File: config.mk
export PLATFORM = sky130hd
export DESIGN_NAME = deconvolute_mc
export DESIGN_NICKNAME = d
export VERILOG_FILES = /design/src/rtl/deconvolute_mc.sv
export SDC_FILE = /design/constraint.sdc
export NUM_CORES = 2
export LEC_CHECK = 0
export CAP_MARGIN = 25
export CORE_MARGIN = 1.5
export CORE_UTILIZATION = 30
export DETAILED_ROUTE_END_ITERATION = 8
export REMOVE_ABC_BUFFERS = 1
export SLEW_MARGIN = 15
export SYNTH_ARGS = -nofsm -noshare
export SYNTH_HDL_FRONTEND = slang
export SYNTH_SLANG_ARGS = --single-unit
File: constraint.sdc
create_clock -name CLK -period 15.4 [get_ports CLK]
set_clock_uncertainty 0.2 [all_clocks]
set_input_delay 1.54 -clock CLK [delete_from_list [all_inputs] [get_ports CLK]]
set_output_delay 1.54 -clock CLK [all_outputs]
set_load 0.05 [all_outputs]
File: src/rtl/deconvolute_mc.sv
// deconvolute_mc: multi-channel baseline-limited pole-zero deconvolution, 5-strobe pipeline.
// Optional per-channel saturation event counters are built when DECONV_SAT_COUNT_EN is defined.
module deconvolute_mc #(
  parameter int N_CH         = 4,
  parameter int ADC_WIDTH    = 12,
  parameter int BL_EXTRA     = 2,
  parameter int FD_BITS      = 6,
  parameter int FN_BITS      = 6,
  parameter int FN_FRAC_BITS = 4
) (
  input  logic                                CLK,
  input  logic                                RST,
  input  logic                                ENABLE40,
  input  logic [N_CH*ADC_WIDTH-1:0]           ADC_IN,
  input  logic [N_CH*(ADC_WIDTH+BL_EXTRA)-1:0] BASELINE,
  input  logic [FD_BITS-1:0]                  FD,
  input  logic [FN_BITS-1:0]                  FN,
  input  logic                                BYPASS,
  input  logic                                SAT_CLR,
  output logic [N_CH*ADC_WIDTH-1:0]           ADC_OUT,
  output logic                                OUT_VALID,
  output logic [N_CH-1:0]                     SAT_FLAG,
  output logic [N_CH*16-1:0]                  SAT_COUNT
);

  localparam int BL_W = ADC_WIDTH + BL_EXTRA;
  localparam int C_W  = ADC_WIDTH + FD_BITS;
  localparam int D_W  = C_W + 1;
  localparam int P_W  = C_W + FN_BITS;
  localparam int R_W  = P_W + 1;
  localparam int SH   = FD_BITS + FN_FRAC_BITS;
  localparam logic [R_W-1:0] RND       = R_W'(1) << (SH - 1);
  localparam logic [R_W-1:0] OUT_MAX   = R_W'({ADC_WIDTH{1'b1}});
  localparam logic [2:0]     FILL_FULL = 3'd5;

  logic [ADC_WIDTH-1:0] l1_r    [N_CH];
  logic [ADC_WIDTH-1:0] l2_r    [N_CH];
  logic [ADC_WIDTH-1:0] l3_r    [N_CH];
  logic [ADC_WIDTH-1:0] l4_r    [N_CH];
  logic [ADC_WIDTH-1:0] lprev_r [N_CH];
  logic [D_W-1:0]       d2_r    [N_CH];
  logic [C_W-1:0]       c3_r    [N_CH];
  logic [P_W-1:0]       p4_r    [N_CH];
  logic [2:0]           fill_r;

  logic [ADC_WIDTH-1:0] l_s [N_CH];
  logic [D_W-1:0]       d_s [N_CH];
  logic [C_W-1:0]       c_s [N_CH];
  logic [P_W-1:0]       p_s [N_CH];
  logic [R_W-1:0]       r_s [N_CH];
  logic [ADC_WIDTH-1:0] o_s [N_CH];
  logic [N_CH-1:0]      sat_s;

  // Fractional baseline bits do not take part in the limiter.
  logic [N_CH*BL_EXTRA-1:0] bl_frac_unused_s;
  for (genvar g = 0; g < N_CH; g++) begin : g_frac
    assign bl_frac_unused_s[g*BL_EXTRA +: BL_EXTRA] = BASELINE[g*BL_W +: BL_EXTRA];
  end

  // Per-channel combinational datapath between pipeline registers
  always_comb begin
    sat_s = '0;
    for (int k = 0; k < N_CH; k++) begin
      l_s[k] = '0;
      d_s[k] = '0;
      c_s[k] = '0;
      p_s[k] = '0;
      r_s[k] = '0;
      o_s[k] = '0;
      if (ADC_IN[k*ADC_WIDTH +: ADC_WIDTH] > BASELINE[k*BL_W + BL_EXTRA +: ADC_WIDTH]) begin
        l_s[k] = ADC_IN[k*ADC_WIDTH +: ADC_WIDTH];
      end else begin
        l_s[k] = BASELINE[k*BL_W + BL_EXTRA +: ADC_WIDTH];
      end
      // Modular difference; the true value always fits D_W bits signed, so the MSB is the sign.
      d_s[k] = D_W'({l1_r[k], {FD_BITS{1'b0}}}) - D_W'(lprev_r[k]) * D_W'(FD);
      if (d2_r[k][D_W-1]) begin
        c_s[k] = '0;
      end else begin
        c_s[k] = d2_r[k][C_W-1:0];
      end
      p_s[k] = P_W'(c3_r[k]) * P_W'(FN);
      r_s[k] = (R_W'(p4_r[k]) + RND) >> SH;
      if (BYPASS) begin
        o_s[k] = l4_r[k];
      end else if (r_s[k] > OUT_MAX) begin
        o_s[k]   = '1;
        sat_s[k] = ENABLE40;
      end else begin
        o_s[k] = r_s[k][ADC_WIDTH-1:0];
      end
    end
  end

  // Strobe-gated pipeline advance, previous-sample tracking and output register
  always_ff @(posedge CLK or posedge RST) begin
    if (RST) begin
      for (int k = 0; k < N_CH; k++) begin
        l1_r[k]    <= '0;
        l2_r[k]    <= '0;
        l3_r[k]    <= '0;
        l4_r[k]    <= '0;
        lprev_r[k] <= '0;
        d2_r[k]    <= '0;
        c3_r[k]    <= '0;
        p4_r[k]    <= '0;
      end
      fill_r    <= 3'd0;
      ADC_OUT   <= '0;
      OUT_VALID <= 1'b0;
    end else if (ENABLE40) begin
      for (int k = 0; k < N_CH; k++) begin
        l1_r[k]    <= l_s[k];
        lprev_r[k] <= l1_r[k];
        d2_r[k]    <= d_s[k];
        l2_r[k]    <= l1_r[k];
        c3_r[k]    <= c_s[k];
        l3_r[k]    <= l2_r[k];
        p4_r[k]    <= p_s[k];
        l4_r[k]    <= l3_r[k];
        ADC_OUT[k*ADC_WIDTH +: ADC_WIDTH] <= o_s[k];
      end
      if (fill_r != FILL_FULL) begin
        fill_r <= fill_r + 3'd1;
      end else begin
        fill_r <= fill_r;
      end
      OUT_VALID <= (fill_r >= 3'd4);
    end else begin
      OUT_VALID <= 1'b0;
    end
  end

  // Sticky saturation flags; an event on the clearing edge still sets the flag
  always_ff @(posedge CLK or posedge RST) begin
    if (RST) begin
      SAT_FLAG <= '0;
    end else begin
      for (int k = 0; k < N_CH; k++) begin
        if (sat_s[k]) begin
          SAT_FLAG[k] <= 1'b1;
        end else if (SAT_CLR) begin
          SAT_FLAG[k] <= 1'b0;
        end else begin
          SAT_FLAG[k] <= SAT_FLAG[k];
        end
      end
    end
  end

`ifdef DECONV_SAT_COUNT_EN
  logic [15:0] cnt_r [N_CH];

  // Saturating per-channel event counters with synchronous clear
  always_ff @(posedge CLK or posedge RST) begin
    if (RST) begin
      for (int k = 0; k < N_CH; k++) begin
        cnt_r[k] <= 16'd0;
      end
    end else begin
      for (int k = 0; k < N_CH; k++) begin
        if (SAT_CLR) begin
          cnt_r[k] <= sat_s[k] ? 16'd1 : 16'd0;
        end else if (sat_s[k] && (cnt_r[k] != 16'hFFFF)) begin
          cnt_r[k] <= cnt_r[k] + 16'd1;
        end else begin
          cnt_r[k] <= cnt_r[k];
        end
      end
    end
  end

  for (genvar g = 0; g < N_CH; g++) begin : g_cnt
    assign SAT_COUNT[g*16 +: 16] = cnt_r[g];
  end
`else
  assign SAT_COUNT = '0;
`endif

endmodule

* Word-level counts from Yosys, hierarchy flattened
Index checks and enable logic that the tools add are counted.
Storage, ports and cells: output and inout bits 117, input port bits 121, flip-flop bits (word level) 492, word-level logic and storage cells 97
Operators by class: $mul 8, magnitude comparators 9, equal/unequal tests 1, mux-type cells 30, reductions and logical operators 5, add/subtract/negate cells 9
Operators with widths (count):
- $mux W12 | 12
- $add A24 B10 Y25 const B | 4
- $mul A18 B6 Y24 | 4
- $sub A18 B18 Y19 | 4
- $mul A12 B6 Y18 | 4
- $mux W18 | 4
- $gt A15 B12 Y1 const B | 4
- $gt A12 B12 Y1 | 4
- $mux W1 | 14
- $reduce_bool A2 Y1 | 4
- $add A3 B1 Y3 const B | 1
- $ge A3 B3 Y1 const B | 1
- $ne A3 B3 Y1 const B | 1
- $reduce_and A2 Y1 | 1

* Longest topological paths before layout
depth after elaboration 5, depth in mapped cells 20, depth with buffers taken out 19

* Worst setup path after synthesis
No wires, ideal clock.
kind input -> register, from input port FD[4], to register d2_r[18] (netlist name), path buffers 2, slack 8.940 ns, arrival 6.135 ns, setup time 0.125 ns, stages on the path 19, required time 15.075 ns, path through clkbuf_1 clkbuf_1 nand2_1 fa_1 fa_1 inv_1 fa_1 inv_1 ha_1 ha_1 a21oi_2 o21bai_1 a21o_1 a211oi_2 o31ai_1 or4b_1 a31oi_1 xnor2_1 mux2_2
Between the ends: word-level cells in the longest chain between the ends 2
Ends and longest elaborated chain:
- start: declaration | RTL line 16 | input logic [FD_BITS-1:0] FD,
- $mul A12 B6 Y18 | RTL line 76 | d_s[k] = D_W'({l1_r[k], {FD_BITS{1'b0}}}) - D_W'(lprev_r[k]) * D_W'(FD);
- $sub A18 B18 Y19 | RTL line 76
- end signal: indexed assignment | RTL line 115 | d2_r[k] <= d_s[k];
- end: declaration | RTL line 41 | logic [D_W-1:0] d2_r [N_CH];
No other way between the ends. A chain may end at the register's enable or synchronous reset.

* Worst setup path after layout
from input port FD[3], to register d2_r[18] (netlist name)
Same word-level chain as after synthesis.

==> results.tsv <==
stage	metric	value	unit
clock_network	postCtsResizedCells	0	
clock_network	clk_path_buf_depth	3	
timing	min_period_over_period	42.8	%
routing	wl_met1	42700	um
placement	io_buffer_count	165	
clock_network	cts_tree	yes	
worst_setup_path	crit_chain	buf_2 > buf_4 > buf_4 > nand2_1 > fa_1 > fa_1 > inv_1 > fa_1 > inv_1 > ha_1 > ha_1 > a21oi_2 > o21bai_1 > a21o_1 > a211oi_2 > o31ai_1 > or4b_1 > a31oi_1 > xnor2_1 > mux2_2	
timing	relSlewSlack	32.7	%
clock_network	clock_sinks	456	
global_routing	grt_max_degree	107	
die	core	140000	um^2
synthesis	synth_top_area_share	27.1	%
global_routing	overflow	0	
worst_setup_path	cp-start-kind	primary input	
placement	place.gp.congestion	0.795	
die	fp.dieW	378	um
routing	wl_per_cell	15.3	um
worst_setup_path	cp.arrival	6940	ps
placement	pre_cts_slack	8180	ps
job	cap_viol_max_count	0	
synthesis	syn_inst	4224	
hold_path	hp-class	reg -> reg	
routing	drcViolationCount	0	
clock_network	clk_pin_slew_worst_paths	50	ps
routing	dr_total_vias	28700	
clock_network	cts_buffers	54	
timing	hold_viol_final	0	
timing	slew_violations	0	
layout	seqCellArea	11400	um^2
synthesis	synth_edf_count	0	
layout	multi_input_area	27400	um^2
global_routing	grt_pass1_wl	159000	um
clock_network	htree_num_levels	2	
timing	setup_violations	0	
routing	dr.first_iter.drc_count	1441	
synthesis	async_reset_ff_share	100	%
synthesis	synth.area.top_cells	dfrtp_1 (27%), fa_1 (22%), ha_1 (9.0%)	
timing	min_period	6590	ps
layout	areaGrowthSynthToFinish	12.3	%
synthesis	netlist_area	42200	um^2
routing	routed_wl	95300	um
die	die_area	143000	um^2
worst_setup_path	startpoint	FD[3]	
routing	firstDrtPassIters	5	
worst_setup_path	endpoint_kind	flip-flop	
hold_path	min_path_cells	1	
layout	num-nets-final	5209	
worst_setup_path	required	15740	ps
clock_network	cts_setup_buffers	0	
placement	place.detailed.hpwl	69900	um
timing	fin_setup_tns	0	ps
timing	rsz0062_at_grt	no	
synthesis	ys_ff_latch	456	
worst_setup_path	r2r-start	lprev_r[1]	
worst_setup_path	ff2ff_path_depth	17	
die	pin_count	238	
layout	layout_common_cells	inv_1 (648), fa_1 (468), dfrtp_1 (456)	
routing	dr_wl_met2	46100	um
die	die_y	378	um
timing	fin_ws	8810	ps
synthesis	synth_area_leader_cell	dfrtp_1	
global_routing	antenna_found_initial	8	
synthesis	yosysWarningCount	0	
outcome	outcome	completed	
synthesis	avgSynthCellArea	9.98	um^2
clock_network	worstSkewPairLatency	660	ps
worst_setup_path	crit_type	in -> reg	
worst_setup_path	worstPathMaxFanout	30	
hold_path	hold_path_startpoint	d2_r[18]	
clock_network	postCtsHoldBufs	0	
die	start_util	30.2	%
layout	mostFrequentLayoutCell	inv_1	
worst_setup_path	max_stage_delay	550	ps
worst_setup_path	slowest_stage	fa_1	
global_routing	grt_usage	13.7	%
routing	ant_nets	0	
routing	vias_per_cell	4.60	
clock_network	cts_root_buf	clkbuf_16	
timing	max_freq	0.152	GHz
synthesis	ys.flop_type	dfrtp_1	
routing	top_layer	met4	
routing	wl_met3	3690	um
timing	tightest_slew	1010	ps
layout	fillCellCount	14300	
worst_setup_path	path_common_cell	fa_1	
synthesis	ys_seq_area_share	27.1	%
layout	drive_gt1_share	10.0	%
global_routing	grt_pass1_vias	30100	
synthesis	yosysUniqueCellTypes	67	
die	std_cell_rows	137	
[metrics by stage]
step	utilization, %	hold WS [ps]	std cells	instance area, um^2
after floorplan	-	243	4060	41300
after global placement	32.6	258	6132	45500
after detailed placement	32.6	270	6137	45500
after CTS	33.9	279	6237	47300
after global routing	33.9	290	6239	47300
final	33.9	279	6239	47300
[final cells by class]
| cell class | count | share of cell area [%] |
|---|---|---|
| antenna | 1 | 0.00529 |
| multi-input combinational | 2953 | 58.0 |
| inverter | 651 | 5.18 |
| timing repair buffer | 202 | 4.01 |
| clock inverter | 21 | 0.502 |
| clock buffer | 79 | 3.26 |
| sequential | 456 | 24.1 |
| tap | 1876 | 4.96 |
[worst paths after layout]
check                      slack (ps)     endpoint
max                              8810     d2_r[18]
min                               280     c3_r[16]
max reg2reg                      9920     d2_r[18]
min reg2reg                       280     c3_r[16]
max in group asynchronous       11530      l1_r[3]
min in group asynchronous        1250  ADC_OUT[32]
[synthesized netlist by cell type (all sizes together) (17+ instances only)]
master	count
and3	24
nand2	372
a22o	70
xnor2	104
a31oi	17
a21o	58
fa	468
nor2	158
ha	302
nand3	46
nor2b	18
clkbuf	161
nor3	25
mux2	284
and2	438
mux2i	51
inv	651
o21ai	97
xor2	40
buf	66
nand2b	22
dfrtp	456
a21oi	137
nand4	24
[per-layer routing]
layer / global-route usage (%) / vias to the layer above
li1: - / 13600
met1: 17.8 / 14500
met2: 23.3 / 458
met3: 1.99 / 131
met4: 4.22 / 0
met5: 0 / -
[state kept, by name, indices dropped and copies added, names as in the netlist]
signal / flops
fill_r: 3
l1_r: 48
SAT_FLAG: 4
p4_r: 60
c3_r: 72
ADC_OUT: 48
OUT_VALID: 1
lprev_r: 48
l4_r: 48
l3_r: 48
d2_r: 76
[cells by family (layout without fill, tap and decap cells)]
kind of cell | after synthesis | after routing | share of synthesized area, %
other cells | 1 | 65 | 0.00890
compound gates | 483 | 483 | 7.66
xor+xnor | 144 | 144 | 2.99
simple gates | 1157 | 1157 | 13.9
fa+ha+maj | 770 | 770 | 31.2
buf+inv | 878 | 953 | 8.39
flops | 456 | 456 | 27.1
mux | 335 | 335 | 8.80
[worst max-delay path, delay by kind of cell]
| family | cells | cell delay, ps |
|---|---|---|
| adder cells (fa/ha/maj) | 5 | 2220 |
| XOR/XNOR | 1 | 90 |
| multiplexers | 1 | 260 |
| AND/OR/NAND/NOR | 2 | 640 |
| buffers and inverters | 5 | 990 |
| AO/OA/AOI/OAI | 6 | 1170 |
Power is left out: the tool's default activity adds up to more than one toggle a clock period on the data nets, which glitch-free logic cannot reach.
